--- config.mk ---
export PLATFORM = sky130hd
export DESIGN_NAME = lsu_bus_unit
export DESIGN_NICKNAME = d
export VERILOG_FILES = /design/src/rtl/cpu_pkg.sv /design/src/rtl/lsu_align.sv /design/src/rtl/lsu_bus_unit.sv
export SDC_FILE = /design/constraint.sdc
export NUM_CORES = 1
export LEC_CHECK = 0
export BUFFER_PORTS_ARGS = -buffer_cell sky130_fd_sc_hd__buf_2
export CAP_MARGIN = 10
export CORE_MARGIN = 2
export CORE_UTILIZATION = 35
export CTS_BUF_LIST = sky130_fd_sc_hd__clkbuf_2 sky130_fd_sc_hd__clkbuf_4 sky130_fd_sc_hd__clkbuf_8
export DETAILED_ROUTE_END_ITERATION = 8
export HOLD_SLACK_MARGIN = 0.02
export PLACE_DENSITY = 0.62
export REMOVE_ABC_BUFFERS = 1
export SYNTH_ARGS = -nofsm -noshare
export SYNTH_HDL_FRONTEND = slang
export SYNTH_SLANG_ARGS = --single-unit
--- constraint.sdc ---
create_clock -name clk -period 5.7 [get_ports clk]
set_input_delay 1.71 -clock clk [delete_from_list [all_inputs] [get_ports clk]]
set_output_delay 1.71 -clock clk [all_outputs]
set_load 0.1 [all_outputs]
--- src/rtl/cpu_pkg.sv ---
// cpu_pkg: shared RISC-V load/store width codes, LSU state encoding and lane helpers.
package cpu_pkg;
    localparam logic [2:0] F3_B  = 3'd0;
    localparam logic [2:0] F3_H  = 3'd1;
    localparam logic [2:0] F3_W  = 3'd2;
    localparam logic [2:0] F3_D  = 3'd3;
    localparam logic [2:0] F3_BU = 3'd4;
    localparam logic [2:0] F3_HU = 3'd5;
    localparam logic [2:0] F3_WU = 3'd6;

    typedef enum logic [1:0] {IDLE = 2'd0, BUS = 2'd1, RESP = 2'd2} state_t;

    localparam int XLEN_DEF  = 32;
    localparam int LANE_BITS = $clog2(XLEN_DEF / 8);

    function automatic int lane_bits(input int xlen);
        return $clog2(xlen / 8);
    endfunction

    // Doubleword and unsigned-word forms only exist on a 64-bit datapath.
    function automatic logic f3_legal(input logic we, input logic [2:0] f3, input int xlen);
        return we ? (f3 == F3_B || f3 == F3_H || f3 == F3_W || (f3 == F3_D && xlen == 64))
                  : (f3 == F3_B || f3 == F3_H || f3 == F3_W || f3 == F3_BU || f3 == F3_HU ||
                     ((f3 == F3_D || f3 == F3_WU) && xlen == 64));
    endfunction
endpackage

--- src/rtl/lsu_align.sv ---
// lsu_align: combinational lane steering: legality, alignment, byte enables,
// store-data shift and load extract with sign/zero extension.
module lsu_align
    import cpu_pkg::*;
#(
    parameter int XLEN = 32,
    parameter int LB   = lane_bits(XLEN)
) (
    input  logic              we,
    input  logic [2:0]        funct3,
    input  logic [LB-1:0]     off,
    input  logic [XLEN-1:0]   wdata,
    input  logic [XLEN-1:0]   rdata,
    output logic              legal,
    output logic              aligned,
    output logic [XLEN/8-1:0] be,
    output logic [XLEN-1:0]   wdata_sh,
    output logic [XLEN-1:0]   rdata_ext
);
    localparam int NB = XLEN / 8;

    logic [3:0]             size;
    logic [7:0]             bits;
    logic [7:0]             sa;
    logic [XLEN-1:0]        sh;
    logic signed [XLEN-1:0] sx;

    always_comb begin
        size      = 4'd1 << funct3[1:0];
        bits      = {1'b0, size, 3'b000};
        sa        = bits > 8'(XLEN) ? 8'd0 : 8'(XLEN) - bits;
        legal     = f3_legal(we, funct3, XLEN);
        aligned   = (off & LB'(size - 4'd1)) == '0;
        be        = NB'((16'd1 << size) - 16'd1) << off;
        wdata_sh  = wdata << {off, 3'b000};
        sh        = rdata >> {off, 3'b000};
        // Push the field to the top, then arithmetic-shift it back down to sign-extend.
        sx        = $signed(sh << sa) >>> sa;
        rdata_ext = funct3[2] ? (sh & ({XLEN{1'b1}} >> sa)) : sx;
    end
endmodule

--- src/rtl/lsu_bus_unit.sv ---
// lsu_bus_unit: single-outstanding load/store unit between the core and a
// variable-latency req/ack data bus, with error detection and ack timeout.
module lsu_bus_unit
    import cpu_pkg::*;
#(
    parameter int XLEN    = 32,
    parameter int ADDR_W  = 32,
    parameter int TIMEOUT = 255
) (
    input  logic              clk,
    input  logic              rst,
    input  logic              req_valid,
    output logic              req_ready,
    input  logic              req_we,
    input  logic [2:0]        req_funct3,
    input  logic [ADDR_W-1:0] req_addr,
    input  logic [XLEN-1:0]   req_wdata,
    output logic              rsp_valid,
    output logic [XLEN-1:0]   rsp_rdata,
    output logic              rsp_err,
    output logic              stall,
    output logic              mem_req,
    output logic              mem_we,
    output logic [ADDR_W-1:0] mem_addr,
    output logic [XLEN/8-1:0] mem_be,
    output logic [XLEN-1:0]   mem_wdata,
    input  logic              mem_ack,
    input  logic [XLEN-1:0]   mem_rdata
);
    localparam int LB = lane_bits(XLEN);
    localparam int CW = TIMEOUT > 0 ? $clog2(TIMEOUT + 1) : 1;

    state_t            state, next;
    logic              we_q, err_q;
    logic [2:0]        f3_q;
    logic [LB-1:0]     off_q;
    logic [CW-1:0]     cnt;
    logic [XLEN-1:0]   rdata_q;
    logic              idle, go, expire, legal, aligned;
    logic [XLEN/8-1:0] be;
    logic [XLEN-1:0]   wdata_sh, ld_data;

    assign idle      = state == IDLE;
    assign go        = legal & aligned;
    assign expire    = (TIMEOUT != 0) && (int'(cnt) == TIMEOUT - 1);
    assign req_ready = idle;
    assign rsp_valid = state == RESP;
    assign rsp_rdata = rdata_q;
    assign rsp_err   = err_q;
    assign stall     = ~rst & ((req_valid & idle) | (state == BUS));

    // Decode the live request while idle, the latched one while on the bus.
    lsu_align #(.XLEN(XLEN), .LB(LB)) u_align (
        .we        (idle ? req_we : we_q),
        .funct3    (idle ? req_funct3 : f3_q),
        .off       (idle ? req_addr[LB-1:0] : off_q),
        .wdata     (req_wdata),
        .rdata     (mem_rdata),
        .legal     (legal),
        .aligned   (aligned),
        .be        (be),
        .wdata_sh  (wdata_sh),
        .rdata_ext (ld_data)
    );

    always_ff @(posedge clk or posedge rst) begin
        if (rst) state <= IDLE;
        else     state <= next;
    end

    always_comb begin
        next = state;
        next = idle ? (req_valid ? (go ? BUS : RESP) : IDLE)
             : state == BUS ? ((mem_ack || expire) ? RESP : BUS)
             : IDLE;
    end

    always_ff @(posedge clk or posedge rst) begin
        if (rst) begin
            we_q      <= 1'b0;
            f3_q      <= '0;
            off_q     <= '0;
            cnt       <= '0;
            mem_req   <= 1'b0;
            mem_we    <= 1'b0;
            mem_addr  <= '0;
            mem_be    <= '0;
            mem_wdata <= '0;
            rdata_q   <= '0;
            err_q     <= 1'b0;
        end else if (idle) begin
            if (req_valid) begin
                we_q      <= req_we;
                f3_q      <= req_funct3;
                off_q     <= req_addr[LB-1:0];
                cnt       <= '0;
                mem_req   <= go;
                mem_we    <= go & req_we;
                mem_addr  <= go ? {req_addr[ADDR_W-1:LB], {LB{1'b0}}} : '0;
                mem_be    <= go ? be : '0;
                mem_wdata <= go ? wdata_sh : '0;
                err_q     <= ~go;
            end
        end else if (state == BUS) begin
            // An ack on the expiry cycle still completes the access cleanly.
            if (mem_ack || expire) begin
                mem_req   <= 1'b0;
                mem_we    <= 1'b0;
                mem_addr  <= '0;
                mem_be    <= '0;
                mem_wdata <= '0;
                err_q     <= ~mem_ack;
                rdata_q   <= (mem_ack && !we_q) ? ld_data : '0;
            end else begin
                cnt <= cnt + 1'b1;
            end
        end else begin
            rdata_q <= '0;
            err_q   <= 1'b0;
        end
    end
endmodule

# Yosys cells after proc, flatten, opt, wreduce, memory -nomap -nowiden
# Cells that the tools add are included.
totals:
  out_inout_bits: 106
  ff_bits: 119
  elab_cells: 105
op_classes:
  eq_ne: 11
  add_sub_neg: 4
  bitwise: 11
  n_reduce_logical: 17
  shift: 8
  muxes: 41
  magnitude_cmp: 1
ops:
  columns: ["cell", "count"]
  rows:
  - ["2-to-1 mux 32 bit", 12]
  - ["2-to-1 mux 8 bit", 5]
  - ["bitwise AND 32 bit", 1]
  - ["left shift 32 x 5 -> 32 bit", 1]
  - ["left shift 32 x 8 -> 32 bit", 1]
  - [">> shifter 32 x 5 -> 32 bit", 1]
  - [">> shifter 32 x 8 -> 32 bit (first input constant)", 1]
  - [">>> shifter 32 x 8 -> 32 bit", 1]
  - ["2-to-1 mux 4 bit", 5]
  - ["2-to-1 mux 1 bit", 12]
  - ["2-to-1 mux 2 bit", 6]
  - ["adder 8 x 1 -> 8 bit (second input constant)", 1]
  - ["== test 8 x 2 -> 1 bit (second input constant)", 1]
  - ["subtractor 6 x 7 -> 8 bit (first input constant)", 1]
  - ["greater-than comparator 7 x 6 -> 1 bit (second input constant)", 1]
  - ["== test 3 bit (second input constant)", 2]
  - ["AND reduction 2 bit", 3]
  - ["AND reduction 3 bit", 2]
  - ["logical OR 1 bit", 5]
  - ["bitwise AND 1 bit", 4]
  - ["logical NOT 2 bit", 2]
  - ["!= test 2 bit (second input constant)", 2]
  - ["NOT 1 bit", 4]
  - ["nonzero test 2 bit", 2]
  - ["17 further kinds", 17]

# Longest topological paths before layout
logic_depth:
  word_depth: 12
  depth_mapped: 9
  mapped_depth_nobuf: 7

# Modules after synthesis
# Synthesis repeated with hierarchy kept, for this count alone.
unflattened:
  cells_unflattened: 514
  hier_area_um2: 5778.0
by_module_without_submodules:
  columns: ["module", "area_each_um2", "n_inst", "cells_per_inst"]
  rows:
  - ["lsu_bus_unit", 4463.0, 1, 315]
  - ["lsu_align", 1315.0, 1, 199]

# Worst setup path after synthesis
# OpenSTA, ideal clock, no wires.
synth_path:
  path_kind: "input port to output port"
  from: "in req_valid"
  to: "out stall"
  required_time_ps: 3990
  path_stages: 2
  arrival_time_ps: 4024
  slack_ps: -34
  cell_sequence: "inv_1 > a211oi_1"
synth_between:
  elab_chain_len: 3
synth_rtl:
  columns: ["item", "line_no", "rtl"]
  rows:
  - ["from (decl)", "lsu_bus_unit.sv:12", "input logic req_valid,"]
  - ["bitwise AND 1 bit", "lsu_bus_unit.sv:50", "assign stall = ~rst & ((req_valid & idle) | (state == BUS));"]
  - ["bitwise OR 1 bit", "lsu_bus_unit.sv:50", null]
  - ["bitwise AND 1 bit", "lsu_bus_unit.sv:50", null]
  - ["to (decl)", "lsu_bus_unit.sv:21", "output logic stall,"]
# No other way between the ends.

# Final worst setup path
# Same ends and word-level chain as after synthesis.

==> impl_results.md <==
* Warnings from Yosys at 0
* Area occupied by multi-input gates at 2640 um^2
* DRT antenna net count at 0
* Clock Skews at 0.0138 ns
* Pre-CTS WS at 1.43 ns
* Post-Syn Instances at 506
* # fillers at 1558
* WP data required at 3.99 ns
* Via/cell ratio at 5.60
* Port Buf Inserts at 207
* CP arrival at 2.56 ns
* Synth Cell Area at 5780 um^2
* Largest net degree at the start of global routing at 69
* FMAX at 234 MHz
* Die width at 133 um
* Worst-Margin Slew at 1.10 ns
* Post-synthesis cell type count at 64
* DR vias at 5205
* Synth area leaders: dfrtp_1 51%, a22o_1 7.4%, a32o_1 4.5%, mux4_2 3.1%, mux2i_1 2.9%
* Post-synthesis mux area share at 9.17%
* Worst hold path type: reg -> reg
* First-pass GRT wire length at 28.9 mm
* Layout area overhead at 27.8%
* Total die area at 17600 um^2
* Post-CTS Resized at 0
* Share of layout cells above drive strength 1 at 40.1%
* Clk slew on worst S/H paths at 0.07 ns
* RSZ-0062 raised after global routing: no
* Worst skew pair latency at 0.44 ns
* GRT overflow at 0
* GRT Util Overall at 20.9%
* Commonest non-fill, non-tap cell in the layout: buf_2
* Vias in the first global route at 5267
* Chip height at 133 um
* Status: finished, final reports clean
* Nets at 808
* Type of the worst setup path: in -> out
* Sequential fraction of the synthesis area at 50.6%
* Drc violations at 0
* Largest family of logic cells by synthesized area: compound AO/OA/AOI/OAI gates
* CTS root buf: clkbuf_8
* Sequential cell area at 2930 um^2
* Starting DRT DRC Count at 386
* Post-synth top area share at 50.6%
* CTS tree: yes
* Max clock buf depth at 2
* Initial antenna violation count at 0
* Post-DP HPWL at 12.9 mm
* Async SR Flop Fraction at 100%
* CP Max Fanout at 3
* Cell taking the most area after synthesis: dfrtp_1
* Startpoint Class: input port
* Num CTS Buffers at 17
* Setup crit end kind: output pin
* Post-synth EDFFs at 0
* Number of diodes at 0
* Row count at 46
* Io pins at 210
* Slew Limit Fails at 0
* DRT Pass-1 Iters at 5
* #FFs+latches synth at 117
* Final setup violation count at 0
* Final wirelength at 18.2 mm
* Final hold vios at 0
* Max-cap violations at 0
* Top flip-flop cell by instance count after synthesis: dfrtp_1
* Period utilisation layout at 74.9%
* Hold-fix buffers, CTS at 0
* Post-route minimum period at 4.27 ns
* Adder-Cell Fraction of Synth Area at 0.433%
* Commonest cells after routing, fill and taps aside: 207 x buf_2, 117 x dfrtp_1, 49 x a22o_1
* Starting Density at 36.2%
* Clk sinks at 117
* Wire per inst at 19.6 um
* Final Wtd Congestion at 0.804
* Synth Area in Compound Gates at 23.5%
* Final Worst Setup Slack at 1.43 ns
* Core ar. at 16000 um^2
* Synthesized area per cell at 11.4 um^2
* Simple-gate share of the synthesized area at 10.5%
* Post-synthesis xor/xnor area fraction at 0.909%
* H-tree Lvls at 4
* Post-CTS setup buffer count at 0
* Slew HR at 26.4%
## cells by family (layout without fill, tap and decap cells)
| logic type | after synthesis | count (layout) |
|---|---|---|
| compound gates | 162 | 162 |
| simple gates | 121 | 121 |
| flops | 117 | 117 |
| buf+inv | 56 | 263 |
| mux | 41 | 41 |
| xor+xnor | 6 | 6 |
| fa+ha+maj | 2 | 2 |
| other cells | 1 | 2 |
## metrics by stage
stage | cell area [um^2] | utilization, % | instances | TNS (ns) | hold WS, ns
4_1_cts | 7390 | 46.2 | 930 | 0 | 0.485
2_1_floorplan | 5580 | - | 468 | -11.06 | 0.460
5_1_grt | 7390 | 46.2 | 930 | 0 | 0.507
3_5_place_dp | 7000 | 43.7 | 899 | 0 | 0.469
3_3_place_gp | 7000 | 43.7 | 899 | 0 | 0.456
6_report | 7390 | 46.2 | 930 | 0 | 0.482
## synthesized netlist by cell type, drive strengths merged, types with 3 or more instances
library cell	n
dfrtp	117
a22o	49
nand2	45
a32o	26
buf	23
nor2	20
nand3	18
inv	17
mux2i	17
clkbuf	16
mux2	16
a21oi	14
o21ai	11
a211o	8
a221o	8
mux4	8
o22ai	8
o31ai	8
a22oi	5
nand4	5
nor3	5
a221oi	4
nand2b	4
o211ai	4
or4	4
xnor2	4
or2	3
or3	3
## sequential cells by signal, indices dropped and copies added (netlist names)
| signal | cells |
|---|---|
| cnt | 8 |
| f3_q | 3 |
| mem_addr | 30 |
| mem_be | 4 |
| mem_req | 1 |
| mem_wdata | 32 |
| mem_we | 1 |
| off_q | 2 |
| rsp_err | 1 |
| rsp_rdata | 32 |
| state | 2 |
| we_q | 1 |
## metal layers
metal | GRT usage (%) | wire (um) | up-vias
li1 | - | - | 2354
met1 | 25.8 | 7700 | 2598
met2 | 34.4 | 8650 | 227
met3 | 6.28 | 1480 | 26
met4 | 7.89 | 374 | 0
met5 | 0 | 0 | -
## final timing paths
path	from	to	slack, ns	cells after the start
setup reg to reg	state[0]	mem_wdata[7]	2.14	8
setup / recovery	req_valid	stall	1.43	4
hold reg to reg	mem_req	mem_req	0.48	1
max in group asynchronous	rst	mem_wdata[29]	3.40	3
hold / removal	mem_req	mem_req	0.48	1
min in group asynchronous	rst	mem_be[2]	1.29	2
## worst max-delay path, stage by stage
cell	delay, ns
buf_2	0.10
inv_1	0.06
a211oi_1	0.22
buf_2	0.46
## layout make-up
cell class / instances / area share (%)
Tap cell: 216 / 3.66
Sequential cell: 117 / 39.6
Multi-Input combinational cell: 334 / 35.7
Clock buffer: 19 / 3.54
Inverter: 17 / 0.931
Clock inverter: 12 / 1.74
Timing Repair Buffer: 215 / 14.8
Power is left out: the tool's default activity adds up to more than one toggle a clock period on the data nets, which glitch-free logic cannot reach.
